File: config.mk
export PLATFORM = sky130hd
export DESIGN_NAME = time_set_ctrl
export DESIGN_NICKNAME = d
export VERILOG_FILES = /design/src/rtl/time_set_ctrl.sv
export SDC_FILE = /design/constraint.sdc
export NUM_CORES = 1
export LEC_CHECK = 0
export CAP_MARGIN = 15
export CORE_AREA = 2 2 116 118
export CTS_CLUSTER_SIZE = 12
export DETAILED_ROUTE_END_ITERATION = 12
export DIE_AREA = 0 0 118 120
export HOLD_SLACK_MARGIN = 0.06
export PLACE_DENSITY = 0.89
export SETUP_SLACK_MARGIN = 0.1
export SYNTH_ARGS = -nofsm -noshare
export SYNTH_HDL_FRONTEND = slang
export SYNTH_SLANG_ARGS = --single-unit
File: constraint.sdc
create_clock -name clk_i -period 2.47 [get_ports clk_i]
set_input_delay 0.6175 -clock clk_i [delete_from_list [all_inputs] [get_ports clk_i]]
set_output_delay 0.6175 -clock clk_i [all_outputs]
set_load 0.05 [all_outputs]
File: src/rtl/time_set_ctrl.sv
// rtl/time_set_ctrl.sv - debounced three-button hours/minutes/seconds time-set controller
module time_set_ctrl #(
    parameter int DB_CYCLES     = 50000,
    parameter int REPEAT_CYCLES = 25000000,
    parameter int HR24          = 1
) (
    input  logic       clk_i,
    input  logic       reset_i,
    input  logic       b_mode_i,
    input  logic       b_up_i,
    input  logic       b_down_i,
    input  logic [5:0] cur_hrs_i,
    input  logic [5:0] cur_min_i,
    input  logic [5:0] cur_sec_i,
    output logic       set_time,
    output logic [5:0] set_hrs,
    output logic [5:0] set_min,
    output logic [5:0] set_sec,
    output logic       edit_active,
    output logic [1:0] field_sel
);

    localparam int DBW = (DB_CYCLES > 1) ? $clog2(DB_CYCLES) : 1;
    localparam int RPW = (REPEAT_CYCLES > 1) ? $clog2(REPEAT_CYCLES) : 1;
    localparam logic [DBW-1:0] DB_LAST = DBW'(DB_CYCLES - 1);
    localparam logic [RPW-1:0] RP_LAST = RPW'(REPEAT_CYCLES - 1);
    localparam logic [5:0] HR_MAX = (HR24 != 0) ? 6'd23 : 6'd12;
    localparam logic [5:0] HR_MIN = (HR24 != 0) ? 6'd0 : 6'd1;
    localparam logic [5:0] HR_RST = (HR24 != 0) ? 6'd0 : 6'd12;
    localparam logic [5:0] MS_MAX = 6'd59;

    typedef enum logic [2:0] {
        IDLE,
        EDIT_HRS,
        EDIT_MIN,
        EDIT_SEC,
        COMMIT
    } state_t;

    state_t state, state_next;

    // Button index: 0 mode, 1 up, 2 down.
    logic [2:0]     raw;
    logic [2:0]     sync1, sync2, level, db_pulse;
    logic [DBW-1:0] db_cnt [3];
    logic [RPW-1:0] rp_cnt [2];
    logic [1:0]     rp_pulse;
    logic           mode_p, up_p, down_p;

    assign raw = {b_down_i, b_up_i, b_mode_i};

    always_ff @(posedge clk_i) begin
        if (reset_i) begin
            sync1    <= '0;
            sync2    <= '0;
            level    <= '0;
            db_pulse <= '0;
            for (int i = 0; i < 3; i++) db_cnt[i] <= '0;
        end else begin
            sync1 <= raw;
            sync2 <= sync1;
            for (int i = 0; i < 3; i++) begin
                db_pulse[i] <= 1'b0;
                if (sync2[i] == level[i]) begin
                    db_cnt[i] <= '0;
                end else if (db_cnt[i] == DB_LAST) begin
                    level[i]    <= sync2[i];
                    db_cnt[i]   <= '0;
                    db_pulse[i] <= sync2[i];
                end else begin
                    db_cnt[i] <= db_cnt[i] + 1'b1;
                end
            end
        end
    end

    // Hold counters start on the cycle the debounced level rises, so the
    // first repeat lands one full period after the initial press.
    always_ff @(posedge clk_i) begin
        if (reset_i) begin
            rp_pulse <= '0;
            for (int j = 0; j < 2; j++) rp_cnt[j] <= '0;
        end else begin
            for (int j = 0; j < 2; j++) begin
                rp_pulse[j] <= 1'b0;
                if (!level[j+1]) begin
                    rp_cnt[j] <= '0;
                end else if (rp_cnt[j] == RP_LAST) begin
                    rp_cnt[j]   <= '0;
                    rp_pulse[j] <= 1'b1;
                end else begin
                    rp_cnt[j] <= rp_cnt[j] + 1'b1;
                end
            end
        end
    end

    assign mode_p = db_pulse[0];
    assign up_p   = db_pulse[1] | rp_pulse[0];
    assign down_p = db_pulse[2] | rp_pulse[1];

    function automatic logic [5:0] step(input logic [5:0] v, input logic [5:0] lo,
                                        input logic [5:0] hi, input logic inc);
        if (inc) return (v == hi) ? lo : v + 6'd1;
        else     return (v == lo) ? hi : v - 6'd1;
    endfunction

    always_ff @(posedge clk_i) begin
        if (reset_i) state <= IDLE;
        else         state <= state_next;
    end

    always_comb begin
        state_next  = state;
        set_time    = 1'b0;
        edit_active = 1'b0;
        field_sel   = 2'b00;
        case (state)
            IDLE:     if (mode_p) state_next = EDIT_HRS;
            EDIT_HRS: begin
                edit_active = 1'b1;
                field_sel   = 2'b01;
                if (mode_p) state_next = EDIT_MIN;
            end
            EDIT_MIN: begin
                edit_active = 1'b1;
                field_sel   = 2'b10;
                if (mode_p) state_next = EDIT_SEC;
            end
            EDIT_SEC: begin
                edit_active = 1'b1;
                field_sel   = 2'b11;
                if (mode_p) state_next = COMMIT;
            end
            COMMIT: begin
                set_time   = 1'b1;
                state_next = IDLE;
            end
            default: state_next = IDLE;
        endcase
    end

    // Mode has priority; opposing up and down in one cycle cancel out.
    always_ff @(posedge clk_i) begin
        if (reset_i) begin
            set_hrs <= HR_RST;
            set_min <= 6'd0;
            set_sec <= 6'd0;
        end else if (state == IDLE && mode_p) begin
            set_hrs <= (cur_hrs_i > HR_MAX || cur_hrs_i < HR_MIN) ? HR_MAX : cur_hrs_i;
            set_min <= (cur_min_i > MS_MAX) ? MS_MAX : cur_min_i;
            set_sec <= (cur_sec_i > MS_MAX) ? MS_MAX : cur_sec_i;
        end else if (!mode_p && (up_p ^ down_p)) begin
            case (state)
                EDIT_HRS: set_hrs <= step(set_hrs, HR_MIN, HR_MAX, up_p);
                EDIT_MIN: set_min <= step(set_min, 6'd0, MS_MAX, up_p);
                EDIT_SEC: set_sec <= step(set_sec, 6'd0, MS_MAX, up_p);
                default: ;
            endcase
        end
    end

endmodule

==> results.yml, run 1 <==
outcome:
  status: "complete, no violations"
synth:
  synthFlopType: "edfxtp_1"
  synthAdderAreaFrac_pct: 2.31
  synth_top_family_by_area: "simple AND/OR/NAND/NOR gates"
  synth.area.mux_share_pct: 0.661
  synth-simple-area-share_pct: 27.1
  synth_edf_count: 98
  syn_avg_cell_area_sq_um: 9.60
  async_flop_share_pct: 0
  synth_area_sq_um: 7570
  yosysUniqueCellTypes: 68
  synth_seq_cells: 133
  ys_warn_count: 0
  synth_compound_area_share_pct: 7.22
  synth_cells: 789
  synth_xor_area_share_pct: 11.7
  yosysSeqAreaShare_pct: 48.1
placed_design:
  numPortBuffers: 44
  dp_cells: 1092
  globalplace.congestion: 0.890
  dpl_cell_area_sq_um: 8580
  post-dp-hpwl_um: 10900
routing:
  route.detailed.drc: 0
  via_per_inst: 5.52
  vias: 6205
  drtPass1Iterations: 5
  drt_iter0_markers: 601
  ant_nets: 0
  totalWireLength_um: 16000
  wl_per_cell_um: 14.2
global_routing:
  grt_util_all_layers_pct: 23.7
  overflow: 0
  grt_pass1_vias: 6037
  grt_pass1_wl_um: 27400
  antenna_found_initial: 0
  grt_max_degree: 26
timing:
  post-route-period-util_pct: 93.4
  max-slew-margin-rel_pct: 45.5
  layout_min_cycle_time_ns: 2.31
  worstMarginPinSlew_ns: 0.810
  finClkSkew_ns: 0.00811
  rsz0062_at_grt: "no"
  setup_tns_ns: 0
  slew_violations: 0
  setup_viol: 0
  final_hold_viol_count: 0
  max_freq_mhz: 433
  holdWs_ns: 0.443
cts:
  ctsHtreeMaxLevel: 4
  ctsLongestPathBuffers: 2
  clock_latency_ns: 0.42
  cts-root-buf: "clkbuf_16"
  cts_tree: "done"
  clock_sinks: 133
  cts_made_buffers: 17
  clkSlewWorstSetupHoldPaths_ns: 0.05
worst_hold_path:
  whs_path_depth: 1
  hold_class: "reg -> reg"
floorplan:
  start_util_pct: 58.3
  dieHeight_um: 120
  die-area_sq_um: 14200
  core_area_sq_um: 13000
  ios: 45
  die_w_um: 118
  num_rows: 42
layout:
  num-nets-final: 972
  area_delta_synth_final_pct: 20.1
  drive_above_1_share_pct: 5.91
  layoutNonFillerInstCount: 1124
  design_area_sq_um: 9090
  final_cell_mix: "nor2_1 (147), edfxtp_1 (98), conb_1 (98), nand2_1 (58), xor2_1 (57)"
  antenna_cells: 0
  layout_commonest_cell: "nor2_1"
setup_path:
  startpoint_type: "flop"
  reg2reg_depth: 7
  path_class: "reg -> out"
  critPathBufInv: 1
  slowest_delay_ns: 0.85
  cp_slowest_cell: "clkdlybuf4s50_1"
  path_delay_family: "buffers and inverters"
  worstPathCellList: "clkdlybuf4s50_1"
  cp.arrival_ns: 1.69
  crit_required_ns: 1.85
  end_kind: "output port"
  cp_num_cells: 1
  crit_fanout: 6
pwr:
  ir_worst_vdd_uv: 407
  powerDensity_nw_per_um2: 548
  p_leak_nw: 3.33
  power_mw: 4.98
job:
  cap_viol_max_count: 0
==> sequential cells by signal, indices dropped and copies added, names as in the netlist <==
signal and cells:
rp_cnt 50, db_cnt 48, set_hrs 6, set_min 6, set_sec 6, db_pulse 3
level 3, state 3, sync1 3, sync2 3, rp_pulse 2
==> cell usage after synthesis (all sizes together), types with 2 or more instances <==
cell | count | area [sq um]
or3 | 7 | 43.8
a22oi | 4 | 30.0
nand4 | 29 | 181
nand2b | 4 | 25.0
nor2 | 148 | 563
a211o | 2 | 17.5
or2 | 4 | 25.0
and3 | 15 | 93.8
nand2 | 59 | 229
xnor2 | 44 | 385
o211ai | 5 | 37.5
nand4b | 5 | 43.8
edfxtp | 98 | 2940
nor2b | 11 | 68.8
clkbuf | 19 | 72.6
ha | 14 | 175
mux2i | 5 | 50.1
or4 | 4 | 33.8
o21a | 6 | 45.0
a311oi | 3 | 26.3
and4 | 3 | 26.3
a31oi | 9 | 56.3
a21oi | 21 | 105
xor2 | 57 | 499
dfxtp | 35 | 701
a21o | 2 | 15.0
and2 | 6 | 37.5
or4b | 3 | 30.0
o311a | 3 | 30.0
nor3b | 9 | 67.6
nand3b | 4 | 37.5
inv | 19 | 71.3
a211oi | 2 | 15.0
nand3 | 49 | 245
buf | 10 | 70.1
nor4b | 3 | 32.5
o21ai | 15 | 75.1
nor4 | 16 | 121
o41ai | 2 | 25.0
nor3 | 22 | 110
==> cell families (layout without fill, tap and decap cells) <==
kind of cell             count (synthesis)  in the layout
buffers and inverters                   48            110
other                                    1             98
AND/OR/NAND/NOR                        405            405
XOR/XNOR                               101            101
flip-flops                             133            133
multiplexers                             5              5
adder cells (fa/ha/maj)                 14             14
AO/OA/AOI/OAI                           82             82
==> final cells by class <==
class | count | area, sq um
inverters | 19 | 71.3
clock buffers | 27 | 503
flip-flops and latches | 133 | 3640
clock inverters | 5 | 26.3
well taps | 176 | 220
fillers | 959 | 3880
repair buffers | 59 | 547
multi-input cells | 705 | 4080
==> per-stage QoR <==
step	util [%]	setup slack [ns]
after floorplan	-	0.447
after global placement	66.1	0.426
after detailed placement	66.1	0.309
after CTS	70.0	0.122
after global routing	70.1	0.111
final	70.1	0.163
==> layer usage <==
layer | vias to the layer above | global-route usage [%] | share of wire (%)
met2 | 215 | 39.4 | 48
met1 | 2914 | 29.2 | 44
met4 | 0 | 12.3 | 3.2
met5 | - | 0 | 0
met3 | 43 | 5.23 | 5.0
li1 | 3033 | - | -
==> power breakdown <==
part / internal [mW] / switching (mW)
Sequential: 2.46 / 0.0708
Clock: 1.38 / 0.880
Combinational: 0.0870 / 0.100
Total: 3.93 / 1.05
==> path summary, 6_finish.rpt <==
kind / startpoint / end / slack [ns]
min reg2reg: sync1[0]$_SDFF_PP0_ / sync2[0]$_SDFF_PP0_ / 0.44
max: set_hrs[1]$_SDFFE_PP0P_ / set_hrs[1] / 0.16
max reg2reg: rp_cnt[0][0]$_SDFFCE_PN0P_ / rp_cnt[0][23]$_SDFFCE_PN0P_ / 0.24
min: sync1[0]$_SDFF_PP0_ / sync2[0]$_SDFF_PP0_ / 0.44
==> repair_timing <==
action / in CTS / in global routing
setup endpoints to repair: 15 / 2
setup buffers: 0 / 0
resized for setup: 15 / 2
endpoints found under the hold margin: 0 / 0
hold buffers: 0 / 0
No activity file was read; power rests on OpenSTA's default activity.
==> run 2: changes to the inputs <==
--- a/config.mk
+++ b/config.mk
@@ -11,8 +11,9 @@
 export DETAILED_ROUTE_END_ITERATION = 12
 export DIE_AREA = 0 0 118 120
 export HOLD_SLACK_MARGIN = 0.06
-export PLACE_DENSITY = 0.89
+export PLACE_DENSITY = 0.86
 export SETUP_SLACK_MARGIN = 0.1
+export SLEW_MARGIN = 20
 export SYNTH_ARGS = -nofsm -noshare
 export SYNTH_HDL_FRONTEND = slang
 export SYNTH_SLANG_ARGS = --single-unit
==> run 2 against run 1 <==
Core utilization grew 0.058 points. Die area is the same. Via count shrank 2.2%. Sequential cell count is the same. Critical path depth is the same. Critical endpoint is now set_hrs[0]. Largest cell class unchanged.
==> results.yml, run 2 (same netlist as run 1, synthesis figures left out) <==
outcome:
  status: "complete, no violations"
floorplan:
  dieHeight_um: 120
  core_area_sq_um: 13000
  ios: 45
  num_rows: 42
  die-area_sq_um: 14200
  die_w_um: 118
  start_util_pct: 58.3
layout:
  num-nets-final: 971
  largest-register: "rp_cnt"
  design_area_sq_um: 9100
  largest_reg_flops: 50
  top_regs: "rp_cnt (50), db_cnt (48)"
  final_cell_mix: "nor2_1 (147), edfxtp_1 (98), conb_1 (98), nand2_1 (58), xor2_1 (57)"
  area_delta_synth_final_pct: 20.2
  antenna_cells: 0
  layout_commonest_cell: "nor2_1"
  drive_above_1_share_pct: 5.70
  fillers: 974
timing:
  finClkSkew_ns: 0.00550
  holdWs_ns: 0.434
  max_freq_mhz: 430
  setup_ws_ns: 0.144
  final_hold_viol_count: 0
  setup_viol: 0
  post-route-period-util_pct: 94.2
  rsz0062_at_grt: "no"
  slew_violations: 0
  worstMarginPinSlew_ns: 0.719
  layout_min_cycle_time_ns: 2.33
  max-slew-margin-rel_pct: 51.6
  setup_tns_ns: 0
pwr:
  powerDensity_nw_per_um2: 551
  internal-power_mw: 3.98
  netSwitchingPower_mw: 1.04
  sequentialPowerShare_pct: 50.5
  power_frac_clock_pct: 45.8
  ir_worst_vdd_uv: 435
  swShare_pct: 20.8
  p_leak_nw: 3.33
  power_frac_comb_pct: 3.7
placed_design:
  globalplace.congestion: 0.841
  post-dp-hpwl_um: 10900
  place_ws_ns: 0.244
  dpl_cell_area_sq_um: 8570
  numPortBuffers: 44
routing:
  totalWireLength_um: 15400
  ant_nets: 0
  via_per_inst: 5.40
  vias: 6067
  drtPass1Iterations: 5
  wl_per_cell_um: 13.7
  drt_iter0_markers: 623
  route.detailed.drc: 0
global_routing:
  grt_max_degree: 26
  grt_pass1_wl_um: 26400
  overflow: 0
  grt_pass1_vias: 5829
  antenna_found_initial: 0
  grt_util_all_layers_pct: 23.1
setup_path:
  cp_slowest_cell: "clkdlybuf4s50_1"
  crit_required_ns: 1.85
  worstPathCellList: "clkdlybuf4s50_1"
  critPathBufInv: 1
  path_delay_family: "buffers and inverters"
  r2r-start: "rp_cnt[1][0]$_SDFFCE_PN0P_"
  crit_path_start: "set_hrs[0]$_SDFFE_PP0P_"
  startpoint_type: "flop"
  crit_fanout: 7
  end_kind: "output port"
  slowest_delay_ns: 0.85
  cp.arrival_ns: 1.71
  path_class: "reg -> out"
cts:
  cts_made_buffers: 17
  clock_latency_ns: 0.42
  ctsLongestPathBuffers: 2
  ctsHtreeMaxLevel: 4
  clock_sinks: 133
  cts_tree: "done"
  clkSlewWorstSetupHoldPaths_ns: 0.05
  cts-root-buf: "clkbuf_16"
worst_hold_path:
  hold_class: "reg -> reg"
  hp-start: "sync1[1]$_SDFF_PP0_"
job:
  cap_viol_max_count: 0
-- run 2: cell count changes in the layout (fill, tap and decap cells not counted) --
cell,previous run,this run
buf_4,14,13
nand3b_4,0,1
dlygate4sd2_1,15,13
clkbuf_1,6,7
clkdlybuf4s50_1,26,28
clkinv_2,3,4
clkbuf_8,4,2
nand3b_2,2,1
bufinv_16,0,1
clkinvlp_4,1,0
-- run 2: through the flow --
stage | power (mW) | cells | util, %
detailed placement | 2.76 | 1091 | 66.0
global route | 5.18 | 1123 | 70.1
global placement | 2.75 | 1091 | 66.0
floorplan | 2.68 | 886 | -
finish | 5.02 | 1123 | 70.1
CTS | 5.05 | 1123 | 70.0
-- run 2: worst paths after layout --
check / endpoint / slack (ns) / depth (start not counted)
setup / recovery: set_hrs[0] / 0.14 / 1
hold / removal: sync2[1]$_SDFF_PP0_ / 0.43 / 1
setup reg to reg: rp_cnt[1][2]$_SDFFCE_PN0P_ / 0.30 / 7
hold reg to reg: sync2[1]$_SDFF_PP0_ / 0.43 / 1
-- run 2: repair_timing --
| item | CTS | global route |
|---|---|---|
| hold buffers | 0 | 0 |
| hold endpoints to repair | 0 | 0 |
| resized for setup | 13 | 3 |
| setup buffers | 0 | 0 |
| setup endpoints to repair | 13 | 25 |
-- run 2: power groups by stage --
stage	sequential, mW	clock [mW]	combinational, mW
final	2.54	2.30	0.187
after global routing	2.55	2.42	0.212
after CTS	2.53	2.33	0.180
after detailed placement	2.58	0	0.178
after global placement	2.57	0	0.176
after floorplan	2.56	0	0.120
-- run 2: layout make-up --
type                    count  area, sq um  share of cell area (%)
multi-input cells         705         4090                    45.0
flip-flops and latches    133         3640                    40.0
repair buffers             58          542                    5.95
clock buffers              26          479                    5.26
well taps                 176          220                    2.42
inverters                  19         71.3                   0.784
clock inverters             6         53.8                   0.591
-- run 2: metal layers --
layer	up-vias	wire, um	track usage, %
met1	2810	6730	28.2
met5	-	0	0
met2	192	7510	38.8
met3	38	785	5.09
met4	0	413	11.3
li1	3027	-	-
==> run 3: changes to the inputs <==
--- a/config.mk
+++ b/config.mk
@@ -6,12 +6,12 @@
 export NUM_CORES = 1
 export LEC_CHECK = 0
 export CAP_MARGIN = 15
-export CORE_AREA = 2 2 116 118
+export CORE_AREA = 2 2 135 137
 export CTS_CLUSTER_SIZE = 12
 export DETAILED_ROUTE_END_ITERATION = 12
-export DIE_AREA = 0 0 118 120
+export DIE_AREA = 0 0 137 139
 export HOLD_SLACK_MARGIN = 0.06
-export PLACE_DENSITY = 0.86
+export PLACE_DENSITY = 0.68
 export SETUP_SLACK_MARGIN = 0.1
 export SLEW_MARGIN = 20
 export SYNTH_ARGS = -nofsm -noshare
==> run 3 against run 2 <==
Clock skew grew 0.0033 ns. Sequential power is essentially flat. Sequential cell count is the same. Hold slack lost 0.0010 ns. Routed wire length shrank 2.7%. Cell count grew 5.3%. Count of clock-buffer cells in the layout shrank 7. Clock power grew 11%. First-iteration DRC count shrank 62%. Non-clock buffer count grew 7. Worst setup slack gained 0.085 ns. Largest power group is now the clock network.
==> results.yml, run 3 (same netlist as run 1, synthesis figures left out) <==
setup_path:
  cp.arrival_ns: 1.62
  crit_required_ns: 1.85
  r2r-start: "rp_cnt[1][0]$_SDFFCE_PN0P_"
  r2r_end: "rp_cnt[1][7]$_SDFFCE_PN0P_"
  reg2reg_depth: 7
  regToRegSetupSlack_ns: 0.31
  crit_fanout: 8
  end_kind: "output port"
  startpoint_type: "flop"
  path_class: "reg -> out"
cts:
  cts-root-buf: "clkbuf_16"
  clock_latency_ns: 0.42
  clkSlewWorstSetupHoldPaths_ns: 0.06
  ctsHtreeMaxLevel: 4
  cts_tree: "done"
  postCtsSetupRepairBufs: 0
  clock_sinks: 133
  ctsLongestPathBuffers: 2
  cts_made_buffers: 17
timing:
  layout_min_cycle_time_ns: 2.24
  max-slew-margin-rel_pct: 61.7
  max_freq_mhz: 446
  post-route-period-util_pct: 90.7
  rsz0062_at_grt: "no"
  final_hold_viol_count: 0
  worstMarginPinSlew_ns: 0.570
  slew_violations: 0
  setup_ws_ns: 0.229
  setup_viol: 0
  finClkSkew_ns: 0.00882
  setup_tns_ns: 0
floorplan:
  core_area_sq_um: 17700
  die_w_um: 137
  die-area_sq_um: 19000
  ios: 45
  start_util_pct: 42.9
  dieHeight_um: 139
  num_rows: 49
layout:
  largest_reg_flops: 50
  largest-register: "rp_cnt"
  design_area_sq_um: 9300
  antenna_cells: 0
  regArea_sq_um: 3640
  layout_commonest_cell: "nor2_1"
  drive_above_1_share_pct: 7.23
  top_regs: "rp_cnt (50), db_cnt (48)"
  final_cell_mix: "nor2_1 (147), edfxtp_1 (98), conb_1 (98), nand2_1 (58), xor2_1 (57)"
  fillers: 1642
  num-nets-final: 978
  area_delta_synth_final_pct: 22.8
  multi_input_area_sq_um: 4100
pwr:
  power_frac_clock_pct: 48.5
  sequentialPowerShare_pct: 48.0
  power_mw: 5.27
  powerDensity_nw_per_um2: 567
  power_frac_comb_pct: 3.5
  ir_worst_vdd_uv: 478
  internal-power_mw: 4.16
  netSwitchingPower_mw: 1.11
  swShare_pct: 21.1
  p_leak_nw: 3.43
outcome:
  status: "complete, no violations"
worst_hold_path:
  whs_path_depth: 1
  hp-start: "sync1[2]$_SDFF_PP0_"
  holdPathEnd: "sync2[2]$_SDFF_PP0_"
  hold_class: "reg -> reg"
routing:
  via_per_inst: 4.97
  route.detailed.drc: 0
  wl_per_cell_um: 12.7
  vias: 5879
  ant_nets: 0
  drtPass1Iterations: 4
  drt_iter0_markers: 237
  totalWireLength_um: 15000
global_routing:
  grt_util_all_layers_pct: 16.7
  overflow: 0
  grt_pass1_vias: 5581
  antenna_found_initial: 0
  grt_max_degree: 22
  grt_pass1_wl_um: 25800
job:
  cap_viol_max_count: 0
placed_design:
  globalplace.congestion: 0.792
  dpl_cell_area_sq_um: 8680
  place_ws_ns: 0.265
  numPortBuffers: 44
  post-dp-hpwl_um: 10900
[run 3: changes by cell type in the layout (fill, tap and decap cells not counted), sizes merged]
cell / change
dlygate4sd2: -4
bufinv: +2
buf: +8
clkbuf: -7
clkinvlp: +4
dlymetal6s2s: +3
clkinv: +1
[run 3: power groups by stage]
stage	registers [mW]	logic, mW	clock network, mW
after floorplan	2.56	0.120	0
after global placement	2.57	0.179	0
after detailed placement	2.58	0.178	0
after CTS	2.53	0.181	2.62
after global routing	2.54	0.212	2.71
final	2.53	0.185	2.56
[run 3: how the worst max path moves through the flow]
stage,from,end
global placement,rp_cnt[0][0]$_SDFFCE_PN0P_,rp_cnt[0][22]$_SDFFCE_PN0P_
floorplan,db_cnt[2][5]$_SDFFCE_PN0P_,db_cnt[2][10]$_SDFFCE_PN0P_
finish,state[0]$_SDFFE_PP0P_,field_sel[0]
detailed placement,rp_cnt[1][0]$_SDFFCE_PN0P_,rp_cnt[1][7]$_SDFFCE_PN0P_
CTS,set_hrs[0]$_SDFFE_PP0P_,set_hrs[0]
global route,rp_cnt[1][0]$_SDFFCE_PN0P_,rp_cnt[1][7]$_SDFFCE_PN0P_
[run 3: worst max-delay path: stages (launching register included)]
cell and delay [ns]:
dfxtp_1 0.48, nand2b_1 0.15, inv_1 0.06, dlygate4sd2_1 0.52
[run 3: metal layers]
metal	GRT usage [%]	up-vias	wire (um)
li1	-	3044	-
met1	22.4	2702	7240
met3	3.51	16	598
met2	26.6	117	6980
met5	0	-	0
met4	5.81	0	196
[run 3: area by class of cell]
class | instances | share of cell area (%)
timing repair buffer | 65 | 6.37
inverter | 19 | 0.767
clock buffer | 19 | 4.77
sequential | 133 | 39.2
clock inverter | 13 | 1.70
multi-input combinational | 705 | 44.1
tap | 229 | 3.08
[run 3: metrics by stage]
stage          util [%]  instances  hold WS, ns
2_1_floorplan         -        886        0.414
3_3_place_gp       49.1       1151        0.421
3_5_place_dp       49.1       1151        0.423
4_1_cts            52.5       1183        0.436
5_1_grt            52.6       1183        0.459
6_report           52.6       1183        0.433
[run 3: timing repair]
action	CTS	global route
hold buffers	0	0
endpoints found under the hold margin	0	0
endpoints found under the setup margin	9	23
resized for setup	9	7
